$ cat src/rtl/pp_frame_writer.sv
// pp_frame_writer: write-side producer for the 32-bit ping-pong sample FIFO.
// Packs 16-bit samples two per word and frames them as a header, an optional
// timestamp word, then PAYLOAD_WORDS data words. An early stop (enable low)
// ends the frame with a pad word if needed and a trailer. The final word of a
// frame requests a bank flip. Words that arrive while the output queue is
// full are dropped and counted.
// Optional feature macro: PP_FRAME_TIMESTAMP_EN (adds the TS word after each
// header and sets header flags[1]).
module pp_frame_writer #(
  parameter int PAYLOAD_WORDS = 1024,
  parameter int QDEPTH        = 4
) (
  input  logic        wr_clk,
  input  logic        rst,
  input  logic        enable,
  input  logic        smp_valid,
  input  logic [15:0] smp_data,
  input  logic        fifo_full,
  output logic        fifo_wr_en,
  output logic [31:0] fifo_data,
  output logic        fifo_force_flip,
  output logic [15:0] frame_cnt,
  output logic [15:0] ovf_cnt,
  output logic        busy
);

  localparam int QAW = (QDEPTH > 1) ? $clog2(QDEPTH) : 1;
  localparam logic [15:0] LAST_IDX = 16'(PAYLOAD_WORDS - 1);
`ifdef PP_FRAME_TIMESTAMP_EN
  localparam logic TS_EN = 1'b1;
`else
  localparam logic TS_EN = 1'b0;
`endif

  typedef enum logic [2:0] {
    S_IDLE    = 3'd0,
    S_HDR     = 3'd1,
    S_TS      = 3'd2,
    S_PAYLOAD = 3'd3,
    S_FLUSH   = 3'd4,
    S_TRAIL   = 3'd5
  } state_t;

  state_t          r_state;
  state_t          w_state_next;
  logic            r_half_valid, w_half_valid_next;
  logic [15:0]     r_half_data,  w_half_data_next;
  logic            r_hold_valid, w_hold_valid_next;
  logic [31:0]     r_hold_data,  w_hold_data_next;
  logic [15:0]     r_word_cnt,   w_word_cnt_next;
  logic            r_drop_flag;
  logic            r_flip_pend;
  logic [15:0]     r_frame_cnt;
  logic [15:0]     r_ovf_cnt;
`ifdef PP_FRAME_TIMESTAMP_EN
  logic [31:0]     r_ts_cnt;
`endif

  // Output queue: entry = {LAST tag, data word}
  logic [32:0]     r_q_mem [QDEPTH];
  logic [QAW-1:0]  r_q_wptr, r_q_rptr;
  logic [QAW:0]    r_q_count;

  logic            w_pack_en, w_pair_done;
  logic [31:0]     w_pair_word;
  logic            w_data_push;
  logic [31:0]     w_data_word;
  logic            w_push, w_push_last, w_push_hdr;
  logic [31:0]     w_push_data;
  logic            w_q_empty, w_q_full, w_accept, w_drop, w_pop;
  logic [32:0]     w_head;

  assign w_q_empty = (r_q_count == '0);
  assign w_q_full  = (r_q_count == (QAW+1)'(QDEPTH));
  assign w_accept  = w_push & ~w_q_full;
  assign w_drop    = w_push & w_q_full;
  assign w_pop     = ~w_q_empty & ~fifo_full;
  assign w_head    = r_q_mem[r_q_rptr];

  assign fifo_wr_en      = w_pop;
  assign fifo_data       = w_q_empty ? 32'h0 : w_head[31:0];
  // A dropped LAST still owes the consumer a flip; it is issued on the first
  // writable cycle the queue is empty so it precedes any later frame's words.
  assign fifo_force_flip = (w_pop & w_head[32]) | (r_flip_pend & w_q_empty & ~fifo_full);
  assign frame_cnt       = r_frame_cnt;
  assign ovf_cnt         = r_ovf_cnt;
  assign busy            = (r_state != S_IDLE) | ~w_q_empty;

  // Packing, push-port arbitration and next-state selection
  always_comb begin
    w_state_next      = r_state;
    w_half_valid_next = r_half_valid;
    w_half_data_next  = r_half_data;
    w_hold_valid_next = r_hold_valid;
    w_hold_data_next  = r_hold_data;
    w_word_cnt_next   = r_word_cnt;
    w_pair_done       = 1'b0;
    w_pair_word       = {smp_data, r_half_data};
    w_data_push       = 1'b0;
    w_data_word       = 32'h0;
    w_push            = 1'b0;
    w_push_last       = 1'b0;
    w_push_hdr        = 1'b0;
    w_push_data       = 32'h0;

    w_pack_en = (r_state == S_HDR) | (r_state == S_TS) | (r_state == S_PAYLOAD);
    if (w_pack_en && smp_valid) begin
      if (r_half_valid) begin
        w_pair_done       = 1'b1;
        w_half_valid_next = 1'b0;
      end else begin
        w_half_valid_next = 1'b1;
        w_half_data_next  = smp_data;
      end
    end

    case (r_state)
      S_IDLE: begin
        w_half_valid_next = 1'b0;
        w_hold_valid_next = 1'b0;
        w_word_cnt_next   = 16'h0;
        if (enable) w_state_next = S_HDR;
      end
      S_HDR: begin
        w_push          = 1'b1;
        w_push_hdr      = 1'b1;
        w_push_data     = {8'hA5, 6'b0, TS_EN, r_drop_flag, r_frame_cnt};
        w_word_cnt_next = 16'h0;
        // Port is taken by the header: park a completed pair
        if (w_pair_done) begin
          w_hold_valid_next = 1'b1;
          w_hold_data_next  = w_pair_word;
        end
        if (!enable)
          w_state_next = (w_hold_valid_next | w_half_valid_next) ? S_FLUSH : S_TRAIL;
        else
`ifdef PP_FRAME_TIMESTAMP_EN
          w_state_next = S_TS;
`else
          w_state_next = S_PAYLOAD;
`endif
      end
`ifdef PP_FRAME_TIMESTAMP_EN
      S_TS: begin
        w_push      = 1'b1;
        w_push_data = r_ts_cnt;
        if (w_pair_done) begin
          w_hold_valid_next = 1'b1;
          w_hold_data_next  = w_pair_word;
        end
        if (!enable)
          w_state_next = (w_hold_valid_next | w_half_valid_next) ? S_FLUSH : S_TRAIL;
        else
          w_state_next = S_PAYLOAD;
      end
`endif
      S_PAYLOAD: begin
        if (r_hold_valid) begin
          w_data_push       = 1'b1;
          w_data_word       = r_hold_data;
          w_hold_valid_next = w_pair_done;
          w_hold_data_next  = w_pair_word;
        end else if (w_pair_done) begin
          w_data_push = 1'b1;
          w_data_word = w_pair_word;
        end
        if (!enable)
          w_state_next = (w_hold_valid_next | w_half_valid_next) ? S_FLUSH : S_TRAIL;
      end
      S_FLUSH: begin
        // Parked pair first, then the lone half sample as a pad word
        if (r_hold_valid) begin
          w_data_push       = 1'b1;
          w_data_word       = r_hold_data;
          w_hold_valid_next = 1'b0;
        end else if (r_half_valid) begin
          w_data_push       = 1'b1;
          w_data_word       = {16'h0, r_half_data};
          w_half_valid_next = 1'b0;
        end
        w_state_next = (w_hold_valid_next | w_half_valid_next) ? S_FLUSH : S_TRAIL;
      end
      S_TRAIL: begin
        w_push       = 1'b1;
        w_push_last  = 1'b1;
        w_push_data  = {8'h5A, 8'h00, r_word_cnt};
        w_state_next = S_IDLE;
      end
      default: w_state_next = S_IDLE;
    endcase

    // Data words share the port; the PAYLOAD_WORDS-th one closes the frame
    if (w_data_push) begin
      w_push          = 1'b1;
      w_push_data     = w_data_word;
      w_word_cnt_next = r_word_cnt + 16'd1;
      if (r_word_cnt == LAST_IDX) begin
        w_push_last       = 1'b1;
        w_word_cnt_next   = 16'h0;
        w_half_valid_next = 1'b0;
        w_hold_valid_next = 1'b0;
        w_state_next      = (enable && r_state == S_PAYLOAD) ? S_HDR : S_IDLE;
      end
    end
  end

  // Queue storage, one register per entry
  for (genvar gi = 0; gi < QDEPTH; gi++) begin : g_qmem
    // Capture an accepted push into the entry addressed by the write pointer
    always_ff @(posedge wr_clk) begin
      if (w_accept && r_q_wptr == QAW'(gi))
        r_q_mem[gi] <= {w_push_last, w_push_data};
    end
  end

  // FSM, packer, queue pointers and status counters
  always_ff @(posedge wr_clk or posedge rst) begin
    if (rst) begin
      r_state      <= S_IDLE;
      r_half_valid <= 1'b0;
      r_half_data  <= 16'h0;
      r_hold_valid <= 1'b0;
      r_hold_data  <= 32'h0;
      r_word_cnt   <= 16'h0;
      r_drop_flag  <= 1'b0;
      r_flip_pend  <= 1'b0;
      r_frame_cnt  <= 16'h0;
      r_ovf_cnt    <= 16'h0;
      r_q_wptr     <= '0;
      r_q_rptr     <= '0;
      r_q_count    <= '0;
    end else begin
      r_state      <= w_state_next;
      r_half_valid <= w_half_valid_next;
      r_half_data  <= w_half_data_next;
      r_hold_valid <= w_hold_valid_next;
      r_hold_data  <= w_hold_data_next;
      r_word_cnt   <= w_word_cnt_next;
      if (w_accept) r_q_wptr <= r_q_wptr + 1'b1;
      if (w_pop)    r_q_rptr <= r_q_rptr + 1'b1;
      r_q_count <= r_q_count + (QAW+1)'(w_accept) - (QAW+1)'(w_pop);
      // Drop flag survives a dropped header so the next header still reports it
      if (w_drop)                      r_drop_flag <= 1'b1;
      else if (w_accept && w_push_hdr) r_drop_flag <= 1'b0;
      if (w_drop && w_push_last)             r_flip_pend <= 1'b1;
      else if (w_q_empty && !fifo_full)      r_flip_pend <= 1'b0;
      // Every header issued consumes a frame number, even if it was dropped
      if (w_push_hdr) r_frame_cnt <= r_frame_cnt + 16'd1;
      if (w_drop && r_ovf_cnt != 16'hFFFF) r_ovf_cnt <= r_ovf_cnt + 16'd1;
    end
  end

`ifdef PP_FRAME_TIMESTAMP_EN
  // Free-running timestamp counter
  always_ff @(posedge wr_clk or posedge rst) begin
    if (rst) r_ts_cnt <= 32'h0;
    else     r_ts_cnt <= r_ts_cnt + 32'd1;
  end
`endif

endmodule
$ cat config.mk
export PLATFORM = sky130hd
export DESIGN_NAME = pp_frame_writer
export DESIGN_NICKNAME = d
export VERILOG_FILES = /design/src/rtl/pp_frame_writer.sv
export SDC_FILE = /design/constraint.sdc
export NUM_CORES = 1
export LEC_CHECK = 0
export BUFFER_PORTS_ARGS = -buffer_cell sky130_fd_sc_hd__clkbuf_2
export CAP_MARGIN = 5
export CELL_PAD_IN_SITES_DETAIL_PLACEMENT = 1
export CELL_PAD_IN_SITES_GLOBAL_PLACEMENT = 1
export CORE_MARGIN = 2
export CORE_UTILIZATION = 40
export CTS_CLUSTER_DIAMETER = 30
export DETAILED_ROUTE_END_ITERATION = 16
export HOLD_SLACK_MARGIN = 0.06
export PLACE_DENSITY_LB_ADDON = 0.1
export SLEW_MARGIN = 10
export SYNTH_ARGS = -nofsm -noshare
export SYNTH_HDL_FRONTEND = slang
export SYNTH_SLANG_ARGS = --single-unit
$ cat constraint.sdc
create_clock -name wr_clk -period 3.3 [get_ports wr_clk]
set_input_delay 0.495 -clock wr_clk [delete_from_list [all_inputs] [get_ports wr_clk]]
set_output_delay 0.495 -clock wr_clk [all_outputs]
set_load 0.05 [all_outputs]
==> impl_metrics.env <==
export IMPL_clockRootBuffer="clkbuf_16"
export IMPL_worstSkewPairLatency_ns=0.55
export IMPL_rrSetupSlack_ns=0.34
export IMPL_end_kind="flip-flop"
export IMPL_die_y_um=167
export IMPL_power_density_nw_per_um2=1130
export IMPL_skew_ns=0.0151
export IMPL_synthCells=746
export IMPL_r2r_start="r_state[2]"
export IMPL_dp_hpwl_mm=16.9
export IMPL_gp_congestion=0.808
export IMPL_p_sw_uw=5490
export IMPL_cap_violations=0
export IMPL_synth_edf_count=132
export IMPL_cp_start_kind="flip-flop"
export IMPL_cts_sink_count=242
export IMPL_worstMarginPinSlew_ns=0.770
export IMPL_antenna_found_initial=1
export IMPL_cts_max_level=2
export IMPL_io_buffer_count=87
export IMPL_grt_ovfl_total=0
export IMPL_post_cts_buffers=0
export IMPL_yosysTopAreaCellShare_pct=37.3
export IMPL_peakVddDrop_uv=720
export IMPL_status="completed"
export IMPL_wl_per_cell_um=20.8
export IMPL_grt_first_pass_wirelength_mm=42.4
export IMPL_min_path_type="primary input to flip-flop"
export IMPL_netlist_top_cells_area="edfxtp_1, dfrtp_1, mux4_2, mux2_2, a22oi_1"
export IMPL_yosysSeqAreaShare_pct=63.2
export IMPL_holdPathStages=3
export IMPL_rows=59
export IMPL_dieArea_um2=27900
export IMPL_setup_tns_final_ns=0
export IMPL_path_class="flip-flop to flip-flop"
export IMPL_highest_layer="met4"
export IMPL_max_freq_ghz=0.338
export IMPL_drt_iter0_drc=329
export IMPL_nets=905
export IMPL_initial_utilization_pct=40.8
export IMPL_stdcell_count=1250
export IMPL_grt_pass1_vias=7367
export IMPL_combPwrFrac_pct=33.1
export IMPL_dp_cells=1151
export IMPL_ctsLongestPathBuffers=3
export IMPL_die_w_um=167
export IMPL_postRouteAntennaNets=0
export IMPL_wl_met2_mm=12.7
export IMPL_wl_met3_mm=1.18
export IMPL_critPathMaxFanout=12
export IMPL_fillCellCount=2579
export IMPL_rsz0062_at_grt="no"
export IMPL_crit_start="r_state[2]"
export IMPL_ys_flop_type="edfxtp_1"
export IMPL_drcViolationCount=0
export IMPL_first_pass_iters=5
export IMPL_setup_violations=0
export IMPL_p_int_uw=9600
export IMPL_cp_endpoint="r_q_count[2]"
export IMPL_track_usage_pct=19.3
export IMPL_grt_max_degree=74
export IMPL_core_area_um2=26100
export IMPL_area_growth_syn_to_layout_pct=26.0
export IMPL_n_antenna_cell=0
export IMPL_ys_warn_count=0
export IMPL_synthArstFlopShare_pct=45.5
export IMPL_switching_share_pct=36.4
export IMPL_cp_data_required_time_ns=3.77
export IMPL_p_seq_share_pct=31.8
export IMPL_cts_buffers=52
export IMPL_met1_length_mm=11.7
export IMPL_pwr_share_clk_pct=35.0
export IMPL_cts_tree="yes"
export IMPL_drive_gt1_share_pct=32.1
export IMPL_synthDistinctLibCells=57
export IMPL_clkTransAtPathRegs_ns=0.05
export IMPL_vias_per_cell=5.42
export IMPL_pin_count=88
export IMPL_r2r_end="r_q_count[2]"
export IMPL_leakage_uw=0.00521
export IMPL_reg2reg_depth=12
export IMPL_hold_violations=0
export IMPL_vias=6780
export IMPL_period_share_pct=89.6
export IMPL_critPathArrivalTime_ns=3.43
export IMPL_netlist_area_um2=10600
export IMPL_relSlewSlack_pct=48.5
export IMPL_ys_seq_elements=242
export IMPL_drv_slew=0
export IMPL_fin_crit_ns=2.96
export IMPL_synth_fp_nets=780
export IMPL_synth_area_leader_cell="edfxtp_1"
export IMPL_syn_area_per_cell_um2=14.3
export IMPL_wl_mm=26.0
-- cells in the mapped netlist, types with 4 or more instances --
| master | number |
|---|---|
| a21oi_1 | 9 |
| a22oi_1 | 49 |
| a31oi_1 | 5 |
| and2_1 | 38 |
| and3_1 | 7 |
| buf_2 | 17 |
| clkbuf_1 | 21 |
| dfrtp_1 | 110 |
| edfxtp_1 | 132 |
| ha_1 | 12 |
| inv_1 | 17 |
| mux2_2 | 49 |
| mux2i_1 | 4 |
| mux4_2 | 33 |
| nand2_1 | 37 |
| nand3_1 | 21 |
| nand4_1 | 9 |
| nor2_1 | 40 |
| nor3_1 | 6 |
| o21ai_0 | 39 |
| o21ai_1 | 7 |
| or3_1 | 4 |
| xnor2_1 | 25 |
| xor2_1 | 13 |
-- cell families after synthesis --
family / after synthesis / share of synthesized area, %
XOR/XNOR: 38 / 3.13
adder cells (fa/ha/maj): 13 / 1.60
buffers and inverters: 57 / 2.28
AO/OA/AOI/OAI: 126 / 7.92
multiplexers: 86 / 12.6
AND/OR/NAND/NOR: 184 / 9.34
flip-flops: 242 / 63.2
-- through the flow --
| step | setup WS, ns | cell area, um^2 | util (%) | hold WS [ns] | power [uW] |
|---|---|---|---|---|---|
| finish | 0.343 | 13400 | 51.4 | 0.231 | 15100 |
| global route | 0.0168 | 13400 | 51.4 | 0.224 | 15800 |
| CTS | 0.282 | 13400 | 51.4 | 0.210 | 15300 |
| detailed placement | 0.295 | 11600 | 44.4 | 0.496 | 9950 |
| global placement | 0.370 | 11600 | 44.4 | 0.482 | 9760 |
| floorplan | 0.187 | 10600 | - | 0.471 | 8460 |
-- cell usage in the layout (no fill, tap or decap), drive strengths merged, types with 2 or more instances in the layout --
cell type and instances:
xor2 13, clkinv 24, edfxtp 132, nand4 10, inv 18, nor2b 2
mux2i 4, nor3 7, and3 7, a31oi 5, nor3b 4, xnor2 25
buf 23, mux2 49, nand3 21, a22oi 49, dfrtp 110, nand2 37
bufinv 9, a22o 2, ha 12, a21oi 10, nor2 41, mux4 33
o21a 2, a211o 2, or2 3, or3 4, clkbuf 146, o41ai 2
nor4 4, clkinvlp 5, and4 2, o21ai 46, and2 38
-- final cells by class --
class                   instances  area, um^2  share of cell area [%]
multi-input cells             447        3680                    27.5
inverters                      17        67.6                   0.504
flip-flops and latches        242        6720                    50.2
well taps                     335         419                    3.13
clock buffers                  59        1330                    9.91
repair buffers                111         693                    5.18
clock inverters                39         489                    3.65
-- worst max-delay path, cell delays in order (launching register included) --
cell and delay, ns:
dfrtp_1 0.49, nor3b_1 0.34, ha_2 0.32, o21ba_2 0.17
nor2_1 0.04, nor3_1 0.24, inv_1 0.07, ha_1 0.27
inv_1 0.04, ha_1 0.18, fa_1 0.38, xnor2_1 0.20
xnor2_1 0.14
-- sequential cells by signal, indices dropped and copies added, names as in the netlist --
| signal | flops |
|---|---|
| r_hold_data | 32 |
| frame_cnt | 16 |
| r_q_count | 3 |
| r_q_mem | 132 |
| r_drop_flag | 1 |
| r_hold_valid | 1 |
| ovf_cnt | 16 |
| r_word_cnt | 16 |
| r_half_valid | 1 |
| r_flip_pend | 1 |
| r_q_rptr | 2 |
| r_q_wptr | 2 |
| r_state | 3 |
| r_half_data | 16 |
-- per-layer routing --
layer	vias up	GRT usage, %
met2	152	31.7
met4	0	5.32
li1	3079	-
met5	-	0
met3	36	3.71
met1	3513	26.4
-- worst min-delay path by stage --
stage | start | endpoint | slack, ns
after detailed placement | r_hold_data[10] | r_hold_data[10] | 0.50
after CTS | smp_data[3] | r_hold_data[19] | 0.21
after global routing | smp_data[3] | r_hold_data[19] | 0.22
after floorplan | r_word_cnt[8] | r_word_cnt[8] | 0.47
final | enable | r_state[1] | 0.23
after global placement | ovf_cnt[12] | ovf_cnt[12] | 0.48
-- power by group through the flow --
stage,combinational (uW),sequential (uW),clock [uW]
2_1_floorplan,3640,4820,0
3_3_place_gp,4990,4780,0
3_5_place_dp,5100,4850,0
4_1_cts,5130,4810,5380
5_1_grt,5390,4920,5540
6_report,5000,4800,5290
-- what timing repair did --
action,in CTS,in global routing
hold buffers,1,0
endpoints found under the hold margin,25,0
setup endpoints to repair,0,1
resized for setup,0,2
(Power assumes the default switching activity.)
